**src/rtl/md_issue_ctrl.sv**
```systemverilog
// md_issue_ctrl: requester side of the multiply/divide unit handshake, between D and E.
//
// Accepts MD-class instructions from D, issues a one-cycle start pulse plus opcode to the
// MD unit and shadows the unit's latency with a down-counter so that D is held while a
// mult/div is in flight. mfhi/mflo/mthi/mtlo are held by the same window.
//
// Optional feature: define MD_CHECK_EN to compare md_busy_i against the shadow counter
// every cycle and raise a sticky md_err_o on any mismatch. Without it md_err_o is 0 and
// md_busy_i is ignored.
//
// Ports:
//   clk          clock
//   reset        synchronous, active-high reset
//   d_valid_i    D-stage instruction valid
//   d_md_op_i    D-stage MD class: 0 none, 1 mult, 2 multu, 3 div, 4 divu,
//                5 mfhi, 6 mflo, 7 mthi, 8 mtlo, 9..15 treated as none
//   d_flush_i    kill the D-stage instruction this cycle
//   md_busy_i    busy from the MD unit
//   stall_d_o    hold D and freeze the PC (combinational)
//   md_start_o   one-cycle start pulse to the MD unit (registered)
//   md_op_o      opcode presented with md_start_o, or 5..8 for one cycle on mf*/mt* accept
//   pred_busy_o  predicted MD-busy window
//   md_err_o     sticky handshake mismatch
module md_issue_ctrl #(
    parameter int unsigned MULT_LAT = 5,
    parameter int unsigned DIV_LAT  = 10
) (
    input  logic       clk,
    input  logic       reset,
    input  logic       d_valid_i,
    input  logic [3:0] d_md_op_i,
    input  logic       d_flush_i,
    input  logic       md_busy_i,
    output logic       stall_d_o,
    output logic       md_start_o,
    output logic [3:0] md_op_o,
    output logic       pred_busy_o,
    output logic       md_err_o
);

    localparam int unsigned MaxLat  = (MULT_LAT > DIV_LAT) ? MULT_LAT : DIV_LAT;
    localparam int unsigned CntW    = $clog2(MaxLat + 2);
    // One extra count covers the ISSUE cycle, before the unit raises busy.
    localparam logic [CntW-1:0] MultLoad = CntW'(MULT_LAT + 1);
    localparam logic [CntW-1:0] DivLoad  = CntW'(DIV_LAT + 1);

    typedef enum logic [1:0] {
        StIdle,
        StIssue,
        StWaitM,
        StWaitD
    } state_e;

    state_e          state_q, state_d;
    logic [CntW-1:0] cnt_q, cnt_d;
    logic            md_start_q, md_start_d;
    logic [3:0]      md_op_q, md_op_d;

    logic is_md, is_long, is_mult, tracking, accept;

    assign is_md   = d_valid_i & ~d_flush_i & (d_md_op_i >= 4'd1) & (d_md_op_i <= 4'd8);
    assign is_long = (d_md_op_i >= 4'd1) & (d_md_op_i <= 4'd4);
    assign is_mult = (d_md_op_i == 4'd1) | (d_md_op_i == 4'd2);

    // Non-idle state is exactly md_start_q | (cnt_q != 0).
    assign tracking = (state_q != StIdle);
    assign accept   = is_md & ~tracking;

    always_comb begin
        cnt_d      = (cnt_q != '0) ? cnt_q - CntW'(1) : '0;
        md_start_d = 1'b0;
        md_op_d    = 4'd0;
        state_d    = state_q;

        if (accept) begin
            md_op_d    = d_md_op_i;
            md_start_d = is_long;
            if (is_long) begin
                cnt_d = is_mult ? MultLoad : DivLoad;
            end
        end

        unique case (state_q)
            StIdle: begin
                if (accept && is_long) begin
                    state_d = StIssue;
                end
            end
            StIssue: begin
                // md_op_q still holds the long opcode during the issue cycle.
                if (cnt_d == '0) begin
                    state_d = StIdle;
                end else if ((md_op_q == 4'd1) || (md_op_q == 4'd2)) begin
                    state_d = StWaitM;
                end else begin
                    state_d = StWaitD;
                end
            end
            StWaitM, StWaitD: begin
                if (cnt_d == '0) begin
                    state_d = StIdle;
                end
            end
            default: state_d = StIdle;
        endcase
    end

    always_ff @(posedge clk) begin
        if (reset) begin
            state_q    <= StIdle;
            cnt_q      <= '0;
            md_start_q <= 1'b0;
            md_op_q    <= 4'd0;
        end else begin
            state_q    <= state_d;
            cnt_q      <= cnt_d;
            md_start_q <= md_start_d;
            md_op_q    <= md_op_d;
        end
    end

    assign stall_d_o   = is_md & tracking;
    assign md_start_o  = md_start_q;
    assign md_op_o     = md_op_q;
    assign pred_busy_o = tracking;

`ifdef MD_CHECK_EN
    logic err_q;
    logic busy_exp;

    // Busy expected from the cycle after ISSUE until the counter's last nonzero cycle.
    assign busy_exp = ((cnt_q != '0) & ~md_start_q & (cnt_q != CntW'(1))) |
                      (cnt_q == CntW'(1));

    always_ff @(posedge clk) begin
        if (reset) begin
            err_q <= 1'b0;
        end else if (md_busy_i != busy_exp) begin
            err_q <= 1'b1;
        end
    end

    assign md_err_o = err_q;
`else
    logic unused_md_busy;
    assign unused_md_busy = md_busy_i;
    assign md_err_o       = 1'b0;
`endif

endmodule

```
**config.mk**
```make
export PLATFORM = sky130hd
export DESIGN_NAME = md_issue_ctrl
export DESIGN_NICKNAME = d
export VERILOG_FILES = /design/src/rtl/md_issue_ctrl.sv
export SDC_FILE = /design/constraint.sdc
export NUM_CORES = 1
export LEC_CHECK = 0
export ABC_AREA = 1
export BUFFER_PORTS_ARGS = -buffer_cell sky130_fd_sc_hd__buf_2
export CAP_MARGIN = 0
export CORE_ASPECT_RATIO = 0.9
export CORE_MARGIN = 5
export CORE_UTILIZATION = 33
export CTS_CLUSTER_DIAMETER = 120
export CTS_CLUSTER_SIZE = 25
export DETAILED_ROUTE_END_ITERATION = 8
export PLACE_DENSITY = 0.57
export SLEW_MARGIN = 5
export SYNTH_ARGS = -nofsm -noshare
export SYNTH_HDL_FRONTEND = slang
export SYNTH_SLANG_ARGS = --single-unit
```
**constraint.sdc**
```tcl
create_clock -name clk -period 3.6 [get_ports clk]
set_input_delay 0.36 -clock clk [delete_from_list [all_inputs] [get_ports clk]]
set_output_delay 0.36 -clock clk [all_outputs]
set_load 0.005 [all_outputs]
```
==> results.tsv <==
stage	metric	value	unit
status	status	completed	
synth	synth.distinct_cells	19	
worst_setup_path	slowest_stage	dfxtp_1	
hold_path	hold_path_startpoint	reset	
routing	drt-wirelength-per-cell	8.42	microns
synth	syn_inst	100	
hold_path	hold_depth	2	
synth	yosysMostFrequentCell	nand2_1	
timing	fin_setup_tns	0	ns
grt	grt_start_max_net_pins	8	
worst_setup_path	crit_start	state_q[1]$_SDFFE_PP0P_	
timing	worst_clock_skew	0.00137	ns
timing	min_period	1.61	ns
grt	antenna_found_initial	0	
floorplanning	die_width	56.3	microns
routing	dr_total_vias	613	
finish	diodes	0	
synth	synthTopCellsByArea	dfxtp_1, nand2_1, inv_1, nor2_1, a21oi_1	
timing	fin_crit_sh	0.447	
clocking	clock-root-buffer	clkbuf_4	
floorplanning	io_pins	17	
power_and_ir_drop	power.density	331	nW/um^2
worst_setup_path	cpMostUsedCell	nand2_1	
grt	grt.overflow.total	0	
routing	viasPerCell	4.32	
worst_setup_path	worstPathRequired	3.81	ns
synth	netlist.top_cell.by_area	dfxtp_1	
timing	rsz0062_at_grt	false	
power_and_ir_drop	total_power	250	uW
finish	multi_input_area	344	sq um
synth	syn_area	636	sq um
clocking	ctsResizeCount	0	
synth	synth_top_cell_area_share	0.346	
synth	synthArstFlopShare	0	
grt	grt_pass1_vias	502	
grt	grt_use_total	0.0969	
worst_setup_path	arrival	1.81	ns
finish	drive_above_1_share	0.265	
worst_setup_path	rr_worst_depth	11	
worst_setup_path	timing.rr.start	state_q[1]$_SDFFE_PP0P_	
floorplanning	die-area	2900	sq um
synth	synth_top_cells_by_count	nand2_1, inv_1, nor2_1	
clocking	cts_num_sinks	11	
clocking	insertion_delay	0.27	ns
placement	io_buffer_count	14	
routing	firstDrtPassIters	4	
finish	final_nets	127	
timing	maxSlewViolCount	0	
clocking	cts_setup_buffers	0	
placement	hpwlAfterDp	1000	microns
floorplanning	core-area	1880	sq um
grt	grt_first_pass_wirelength	2090	microns
job	drv_cap	0	
timing	setup_viol	0	
worst_setup_path	end_kind	flip-flop	
synth	seq_area_frac_synth	0.346	
power_and_ir_drop	power.leakage	0.423	nW
hold_path	hold_class	in -> reg	
floorplanning	row_count	15	
clocking	cts_buffer_depth	2	
timing	hold_viol_final	0	
finish	seq_area	220	sq um
clocking	clkTransAtPathRegs	0.06	ns
worst_setup_path	crit_fanout	5	
finish	syn_to_final_growth	18.9	%
finish	fillCellCount	219	
floorplanning	die_y	51.6	microns
clocking	holdBufCountCts	0	
placement	dpl.cell_count	138	
worst_setup_path	critPathKind	reg -> reg	
synth	syn_area_per_cell	6.36	sq um
synth	synth_edf_count	0	
floorplanning	initial_core_util	0.339	
placement	gp_congestion	0.768	
routing	detail-route-antenna-nets	0	
power_and_ir_drop	peakVddDrop	103	uV
synth	synthFlopType	dfxtp_1	
finish	stdcell_count	142	
worst_setup_path	crit_chain	nor2_1, nand3_2, inv_2, nand2_1, nand2_1, nor2_2, nand2_2, nand2_1, nand2_1, nand2_1, a21oi_2	
worst_setup_path	cpPeakStageDelay	0.33	ns
synth	yosys_warnings	0	
clocking	cts_tree	yes	
routing	drc_errors	0	
worst_setup_path	start_kind	flip-flop	
clocking	cts.htree.levels	1	
routing	routed_wl	1200	microns
timing	max_freq	622	MHz
routing	drt_iter0_markers	16	
timing	whs	0.338	ns
synth	synth_seq_cells	11	
synth	synthesis.nets	109	
clocking	cts_buffers	3	
-- path summary, 6_finish.rpt --
check	end	slack [ns]
min	state_q[0]$_SDFFE_PP0P_	0.34
min reg2reg	state_q[0]$_SDFFE_PP0P_	0.51
max reg2reg	state_q[0]$_SDFFE_PP0P_	1.99
max	state_q[0]$_SDFFE_PP0P_	1.99
-- layout by cell type, fill, tap and decap left out --
master    count
a21oi_2       2
nand2_4       1
o21ai_1       1
dfxtp_1      11
nand3_1       3
inv_2         2
buf_2        14
nor2_1       14
nand2_2       3
a21oi_1       6
nand2_1      31
clkbuf_4      3
nor3_1        1
nor2_2        2
a21o_1        1
conb_1        1
nand3_2       3
inv_1        15
nor2_4        1
a21boi_0      1
clkbuf_1      1
-- where the power goes --
part	switching (mW)	internal [mW]
Combinational	0.0268	0.0153
Sequential	0.00168	0.124
Clock	0.0392	0.0429
-- critical path: cells and delay by family (launching register included) --
family,cells,cell delay [ns]
AND/OR/NAND/NOR,9,0.96
flip-flops,1,0.33
AO/OA/AOI/OAI,1,0.11
buffers and inverters,1,0.14
-- layer usage --
| layer | part of all wire | wire (microns) | vias up | GRT usage |
|---|---|---|---|---|
| met5 | 0 | 0 | - | 0 |
| met4 | 0.037 | 44 | 0 | 0.0830 |
| met3 | 0.072 | 86 | 5 | 0.0323 |
| met2 | 0.38 | 458 | 16 | 0.128 |
| met1 | 0.51 | 605 | 254 | 0.124 |
| li1 | - | - | 338 | - |
-- sequential cells by signal (all words and copies together) (netlist names) --
register	flops
md_start_o	1
md_op_o	4
cnt_q	4
state_q	2
-- through the flow --
| step | area [sq um] | util | setup slack (ns) |
|---|---|---|---|
| floorplan | 636 | - | 2.20 |
| global placement | 729 | 0.389 | 1.93 |
| detailed placement | 729 | 0.389 | 1.91 |
| CTS | 756 | 0.403 | 1.99 |
| global route | 756 | 0.403 | 1.75 |
| finish | 756 | 0.403 | 1.99 |
-- final cells by class --
cell class	count	area share
timing repair buffer	14	0.0927
multi-input combinational	71	0.455
tap	25	0.0414
clock buffer	4	0.0348
inverter	17	0.0844
sequential	11	0.291
-- cell families (layout without fill, tap and decap cells) --
group           count (synthesis)  count (layout)  share of synthesized area
simple gates                   59              59                      0.429
buf+inv                        18              35                      0.112
compound gates                 11              11                      0.106
flops                          11              11                      0.346
other cells                     1               1                    0.00590
No activity file was read; power rests on OpenSTA's default activity.
